===== src/rtl/unsigned_shift_add_mac.sv =====
// Sequential shift-and-add multiply-accumulate: o_reg_P = data_in_1 * data_in_2 + data_in_3.
// Each multiplier bit takes an ADD/SHIFT pair. Start/done handshake and debug outputs mirror the restoring divider.
module unsigned_shift_add_mac #(
    parameter int WID  = 4,
    parameter int CWID = $clog2(WID + 1)
) (
    input  logic                 i_clk,
    input  logic                 rst_n,
    input  logic                 start,
    input  logic [WID-1:0]       data_in_1,
    input  logic [WID-1:0]       data_in_2,
    input  logic [WID-1:0]       data_in_3,
    output logic [2*WID-1:0]     o_reg_P,
    output logic [2:0]           p_STATE,
    output logic [CWID-1:0]      Count_out,
    output logic                 busy,
    output logic                 done
);

    typedef enum logic [2:0] {
        IDLE  = 3'd0,
        LOAD  = 3'd1,
        ADD   = 3'd2,
        SHIFT = 3'd3,
        ACC   = 3'd4,
        DONE  = 3'd5
    } state_t;

    state_t              state_reg, state_next;
    logic [WID-1:0]      m_reg;
    logic [WID-1:0]      c_reg;
    logic [WID:0]        a_reg;
    logic [WID-1:0]      q_reg;
    logic [CWID-1:0]     cnt_reg;
    logic [2*WID-1:0]    p_reg;

    logic [WID:0]        a_sum;
    logic [WID:0]        a_shift;
    logic [WID-1:0]      q_shift;
    logic [2*WID-1:0]    acc_sum;

    // Carry lands in a_sum[WID]; the top bit of A is always clear before an add.
    assign a_sum   = {1'b0, a_reg[WID-1:0]} + {1'b0, m_reg};
    assign a_shift = {1'b0, a_reg[WID:1]};
    assign acc_sum = {a_reg[WID-1:0], q_reg} + {{WID{1'b0}}, c_reg};

    // {A,Q} shifted right as one register: A's LSB enters the top of Q.
    generate
        for (genvar gi = 0; gi < WID; gi++) begin : g_qshift
            if (gi == WID - 1) begin : g_top
                assign q_shift[gi] = a_reg[0];
            end else begin : g_mid
                assign q_shift[gi] = q_reg[gi+1];
            end
        end
    endgenerate

    always_comb begin
        state_next = IDLE;
        case (state_reg)
            IDLE:    state_next = start ? LOAD : IDLE;
            LOAD:    state_next = ADD;
            ADD:     state_next = SHIFT;
            SHIFT:   state_next = (cnt_reg == CWID'(1)) ? ACC : ADD;
            ACC:     state_next = DONE;
            DONE:    state_next = IDLE;
            default: state_next = IDLE;
        endcase
    end

    always_ff @(posedge i_clk or negedge rst_n) begin
        if (!rst_n) begin
            state_reg <= IDLE;
            m_reg     <= '0;
            c_reg     <= '0;
            a_reg     <= '0;
            q_reg     <= '0;
            cnt_reg   <= '0;
            p_reg     <= '0;
        end else begin
            state_reg <= state_next;
            case (state_reg)
                LOAD: begin
                    m_reg   <= data_in_1;
                    q_reg   <= data_in_2;
                    c_reg   <= data_in_3;
                    a_reg   <= '0;
                    cnt_reg <= CWID'(WID);
                end
                ADD: begin
                    if (q_reg[0]) begin
                        a_reg <= a_sum;
                    end
                end
                SHIFT: begin
                    a_reg   <= a_shift;
                    q_reg   <= q_shift;
                    cnt_reg <= cnt_reg - CWID'(1);
                end
                ACC: begin
                    p_reg <= acc_sum;
                end
                default: begin
                end
            endcase
        end
    end

    assign o_reg_P   = p_reg;
    assign p_STATE   = state_reg;
    assign Count_out = cnt_reg;
    assign busy      = (state_reg != IDLE);
    assign done      = (state_reg == DONE);

endmodule

===== config.mk =====
export PLATFORM = sky130hd
export DESIGN_NAME = unsigned_shift_add_mac
export DESIGN_NICKNAME = d
export VERILOG_FILES = /design/src/rtl/unsigned_shift_add_mac.sv
export SDC_FILE = /design/constraint.sdc
export NUM_CORES = 1
export LEC_CHECK = 0
export BUFFER_PORTS_ARGS = -buffer_cell sky130_fd_sc_hd__buf_2
export CAP_MARGIN = 20
export CORE_ASPECT_RATIO = 0.9
export CORE_UTILIZATION = 55
export CTS_CLUSTER_DIAMETER = 120
export CTS_CLUSTER_SIZE = 8
export DETAILED_ROUTE_END_ITERATION = 7
export PLACE_DENSITY = 0.84
export SLEW_MARGIN = 20
export SYNTH_ARGS = -nofsm -noshare
export SYNTH_HDL_FRONTEND = slang
export SYNTH_SLANG_ARGS = --single-unit

===== constraint.sdc =====
create_clock -name i_clk -period 2.2 [get_ports i_clk]
set_input_delay 0.22 -clock i_clk [delete_from_list [all_inputs] [get_ports i_clk]]
set_output_delay 0.22 -clock i_clk [all_outputs]
set_load 0.01 [all_outputs]

==> results of run 1 <==
layer usage:
layer	track usage [%]	vias to the layer above	routed length (um)
met2	40.2	43	1650
li1	-	668	-
met5	0	-	0
met3	5.58	5	170
met4	7.95	0	32
met1	29.2	640	1490
tightest hold or removal path: stages:
cell	delay, ns
buf_2	0.07
nand2_1	0.03
o21ai_0	0.06
final cells by class:
class                   count  area [um^2]
inverters                   8         30.0
fillers                   236          907
well taps                  40         50.0
multi-input cells         124          872
repair buffers             33          175
clock inverters             1         5.00
flip-flops and latches     31          776
clock buffers               7         45.0
final timing paths:
check,endpoint,depth (start not counted)
max,o_reg_P[4],7
min,m_reg[1],3
max reg2reg,o_reg_P[4],7
min reg2reg,o_reg_P[3],2
max in group asynchronous,Count_out[1],2
min in group asynchronous,o_reg_P[6],2
kinds of logic after synthesis:
group           after synthesis  share of synthesized area, %
compound gates               41                          14.8
xor+xnor                      5                          2.53
fa+ha+maj                    12                          9.55
buf+inv                      17                          4.70
flops                        31                          44.9
mux                          13                          8.03
simple gates                 53                          15.5
timing repair:
item	CTS	global route
resized for setup	0	0
hold endpoints to repair	31	0
hold buffers	1	0
cell usage after synthesis, types with 2 or more instances:
cell / n / share of area, %
dfrtp_1: 31 / 45
nand2_1: 25 / 5.4
o21ai_0: 11 / 3.2
ha_1: 10 / 7.2
a21oi_1: 8 / 2.3
inv_1: 8 / 1.7
mux2_2: 7 / 4.6
mux2i_1: 6 / 3.5
o31ai_1: 6 / 2.6
nand3_1: 5 / 1.4
nor2_1: 5 / 1.1
clkbuf_1: 4 / 0.87
nor2b_1: 4 / 1.4
o21ai_1: 4 / 1.2
xor2_1: 4 / 2.0
a211oi_1: 3 / 1.3
nor3_1: 3 / 0.87
o21a_1: 3 / 1.3
a21o_1: 2 / 0.87
buf_2: 2 / 0.58
buf_4: 2 / 0.87
fa_1: 2 / 2.3
nand2b_1: 2 / 0.72
metrics by stage:
step	power, mW	setup WS (ns)	cells	utilization [%]	hold slack [ns]
4_1_cts	2.68	0.379	244	68.3	0.0872
3_5_place_dp	2.36	0.394	235	66.2	0.297
3_3_place_gp	2.26	0.444	235	66.2	0.290
6_report	2.66	0.362	244	68.3	0.0914
2_1_floorplan	1.99	0.558	172	-	-0.0756
5_1_grt	2.91	0.222	244	68.3	0.104
power by group:
group	internal [mW]	switching, mW	leakage (nW)
logic	0.591	0.693	0.555
registers	0.814	0.250	0.395
clock network	0.124	0.184	0.0293
==> metrics.cfg, run 1 <==
[sta]
finalCriticalPeriod_ns=1.84
fin_crit_sh_pct=83.5
clock_skew_ns=0.00966
setup_tns_ns=0
hold_viol=0
max_slew.worst_pin.slew_ns=0.666
rsz0062_at_grt=no
setup_viol=0
clock.fmax_ghz=0.544
slew_violations=0
slew-limit-headroom_pct=55.6

[grt]
grt_max_degree=32
grt_usage_pct=23.5
grt_antenna_before_repair=0
grt_pass1_vias=1260
grt-ovfl-total=0
grt_first_pass_wirelength_mm=5.59

[setup_path]
regToRegStartpoint=q_reg[0]
endpoint_kind=register
path_cells=ha_1 > inv_1 > fa_1 > nor2b_1 > o21a_1 > nor3_1 > o31ai_1
slowest_delay_ns=0.46
crit_buf_inv=1
reg2reg_slack_ns=0.36
worstPathMaxFanout=6
cp-start-kind=register
worstSetupPathType=register to register
cp.required_ns=2.44
cp.arrival_ns=2.07
slowest_stage=dfrtp_1
crit_start=q_reg[0]
cp_top_family=adder cells

[route]
num_vias=1356
viasPerCell=5.56
drtPass1Iterations=4
wire_per_inst_um=13.7
drtIter0Drc=49
totalWireLength_mm=3.34
remaining_drc_errors=0
ant_nets=0

[synth]
yosys_register_bits=31
ys_seq_area_share_pct=44.9
yosys_most_used_dff=dfrtp_1
synth_fp_nets=199
syn-cell-area_um2=1730
yosys_warnings=0
syn_avg_cell_area_um2=10.1
ys_types=38
synth-async-reset-ratio_pct=100
netlist_instances=172
synth_edf_count=0

[finish]
largest_reg_flops=8
design_area_um2=1950
layout-drive-gt1-share_pct=23.5
diodes=0
final_common_cell=dfrtp_1
area_growth_pct=13.0
layout_common_cells=dfrtp_1, buf_2, nand2_1, o21ai_0, ha_1
fin_nets=230

[placed_design]
io_buffers=30
place_congestion=0.853
dp_hpwl_mm=2.54
post_dp_cell_area_um2=1890

[worst_hold_path]
hp-start=data_in_1[1]
hp-class=primary input to register

[run_status]
outcome=completed

[floorplan]
coreArea_um2=2860
row_count=18
die_w_um=61.1
initial_core_util_pct=60.5
io_pins=31
die-height_um=55.2
dieArea_um2=3370

[power_and_ir_drop]
ir_drop_mv=0.772
p_leak_nw=0.978
p_per_area_nw_per_um2=1360

[clock_tree]
clk-insertion-delay-late_ns=0.32
cts_tree=done
root_buffer=clkbuf_4
htreeDepth=2
clkTransAtPathRegs_ns=0.09
cts_setup_buffers=0
cts_sinks=31
cts_buffer_depth=2
cts_buffers=5

[job]
cap_viol_max_count=0

No activity file was read; power rests on OpenSTA's default activity.
==> run 2, diff against run 1 <==
Settings changed: ABC_AREA from default to 1, CORE_UTILIZATION 55 to 49, PLACE_DENSITY 0.84 to 0.79.
Clock period 2.2 ns to 1.5 ns, I/O delays scaled along.
==> metrics.cfg, run 2 <==
[run_status]
outcome=completed

[setup_path]
worstPathMaxFanout=3
reg2reg_slack_ns=0.007
cp.arrival_ns=1.67
worstSetupPathType=register to register
path_cells=ha_2 > inv_2 > fa_2 > nand3b_1 > nand2_2 > nand3_2 > nand3_2 > nand2_1
crit_buf_inv=1
endpoint_kind=register
cpMostUsedCell=nand3_2
cp.required_ns=1.68
cp-start-kind=register
slowest_delay_ns=0.35
cp_top_family=adder cells
slowest_stage=dfrtp_1

[clock_tree]
htreeDepth=2
cts_buffer_depth=2
cts_buffers=5
cts_tree=done
clk-insertion-delay-late_ns=0.29
root_buffer=clkbuf_8
cts_sinks=31
clkTransAtPathRegs_ns=0.06

[placed_design]
io_buffers=30
place_inst=273
dp_hpwl_mm=2.67
pre_cts_ws_ns=-0.0281
place_congestion=0.775
post_dp_cell_area_um2=1970

[route]
remaining_drc_errors=0
ant_nets=0
wire_per_inst_um=12.6
totalWireLength_mm=3.57
drtIter0Drc=47
viasPerCell=5.05
num_vias=1435
drtPass1Iterations=4

[synth]
yosys_most_used_dff=dfrtp_1
synth_top_area_cell=dfrtp_1
synth-async-reset-ratio_pct=100
netlist_instances=195
synth_fp_nets=222
syn_avg_cell_area_um2=8.79
synth_most_common_cell=nand2_1
yosys_register_bits=31
yosys_warnings=0
synthTopCellsByArea=dfrtp_1, nand2_1, ha_1
synthTopCellsByCount=nand2_1, dfrtp_1, inv_1
syn-cell-area_um2=1710
netlist.area_leader.share_pct=45.3
synth_edf_count=0
ys_types=30
ys_seq_area_share_pct=45.3

[floorplan]
coreArea_um2=3190
die-height_um=58.1
die_w_um=64.3
initial_core_util_pct=53.8
io_pins=31
row_count=19
dieArea_um2=3740

[sta]
fin_hold_ws_ns=0.0908
clock_skew_ns=0.00389
slew-limit-headroom_pct=54.7
finalCriticalPeriod_ns=1.49
slew_violations=0
rsz0062_at_grt=yes
fin_crit_sh_pct=99.5
hold_viol=0
max_slew.worst_pin.slew_ns=0.680
setup_viol=0
clock.fmax_ghz=0.670
setup_ws_ns=0.00692

[grt]
grt_antenna_before_repair=0
grt_usage_pct=21.2
grt_pass1_vias=1274
grt-ovfl-total=0
grt_max_degree=32
grt_first_pass_wirelength_mm=5.81

[power_and_ir_drop]
power_mw=4.77
p_per_area_nw_per_um2=2270
ir_drop_mv=1.39
p_leak_nw=1.11

[finish]
largest_reg_flops=8
layout-drive-gt1-share_pct=30.6
layout_common_cells=nand2_1, dfrtp_1, buf_2, inv_1, nand3_1
area_growth_pct=22.7
diodes=0
design_area_um2=2100
final-instance-count-excl-fill=284
final_common_cell=nand2_1
fillers=283
fin_nets=270

[job]
cap_viol_max_count=0

[worst_hold_path]
hp-class=primary input to register

-- run 2: cell types whose count changed after synthesis, moves of 5 or more --
cell | before | now
nand2_1 | 25 | 45
inv_1 | 8 | 24
nand3_1 | 5 | 20
nor2_1 | 5 | 14
mux2i_1 | 6 | 0
o31ai_1 | 6 | 0
mux2_2 | 7 | 2
-- run 2: final cells by class --
cell class              count  area (um^2)  area share (%)
flip-flops and latches     31          776            36.9
inverters                  27          101            4.82
clock buffers               6         72.6            3.45
multi-input cells         133          836            39.7
well taps                  42         52.6            2.50
repair buffers             45          265            12.6
-- run 2: where the power goes --
| group | internal, mW | switching, mW | leakage [nW] | total (mW) |
|---|---|---|---|---|
| sequential | 1.24 | 0.257 | 0.378 | 1.50 |
| combinational | 1.20 | 1.48 | 0.698 | 2.68 |
| clock | 0.308 | 0.296 | 0.0371 | 0.604 |
-- run 2: repair_timing --
item | 4_1_cts | 5_1_grt
pin swaps | 0 | 1
resized for setup | 1 | 10
hold buffers | 1 | 0
endpoints found under the setup margin | 1 | 7
endpoints found under the hold margin | 31 | 0
setup buffers | 1 | 3
cloned | 0 | 0
-- run 2: through the flow --
step / TNS, ns / utilization (%)
after global routing: -0.186 / 66.0
after global placement: 0 / 61.7
after floorplan: 0 / -
final: 0 / 66.0
after CTS: -0.0249 / 64.5
after detailed placement: -0.0281 / 61.7
-- run 2: logic make-up (layout without fill, tap and decap cells) --
| logic type | count (synthesis) | in the layout | share of synthesized area [%] |
|---|---|---|---|
| AO/OA/AOI/OAI | 25 | 25 | 8.98 |
| AND/OR/NAND/NOR | 89 | 89 | 23.1 |
| flip-flops | 31 | 31 | 45.3 |
| multiplexers | 6 | 6 | 4.82 |
| adder cells (fa/ha/maj) | 12 | 12 | 9.64 |
| buffers and inverters | 31 | 78 | 7.74 |
| XOR/XNOR | 1 | 1 | 0.511 |
-- run 2: final timing paths --
check,start,end,cells after the start
worst max-delay path,c_reg[0],o_reg_P[6],8
worst min-delay path,data_in_1[3],m_reg[3],2
worst max register to register,c_reg[0],o_reg_P[6],8
worst min register to register,o_reg_P[7],o_reg_P[7],2
max in group asynchronous,rst_n,c_reg[3],2
min in group asynchronous,rst_n,m_reg[1],2
-- run 2: per-layer routing --
layer / routed length (um) / vias up / global-route usage [%]
met3: 208 / 3 / 7.09
met4: 25 / 0 / 6.67
met1: 1730 / 660 / 29.4
met5: 0 / - / 0
li1: - / 737 / -
met2: 1600 / 35 / 31.3
-- run 2: worst register-to-register path, cell delays in order, from the launching register on --
cell and delay [ns]:
dfrtp_1 0.35, ha_2 0.19, inv_2 0.04, fa_2 0.33
nand3b_1 0.19, nand2_2 0.10, nand3_2 0.07, nand3_2 0.07
nand2_1 0.05
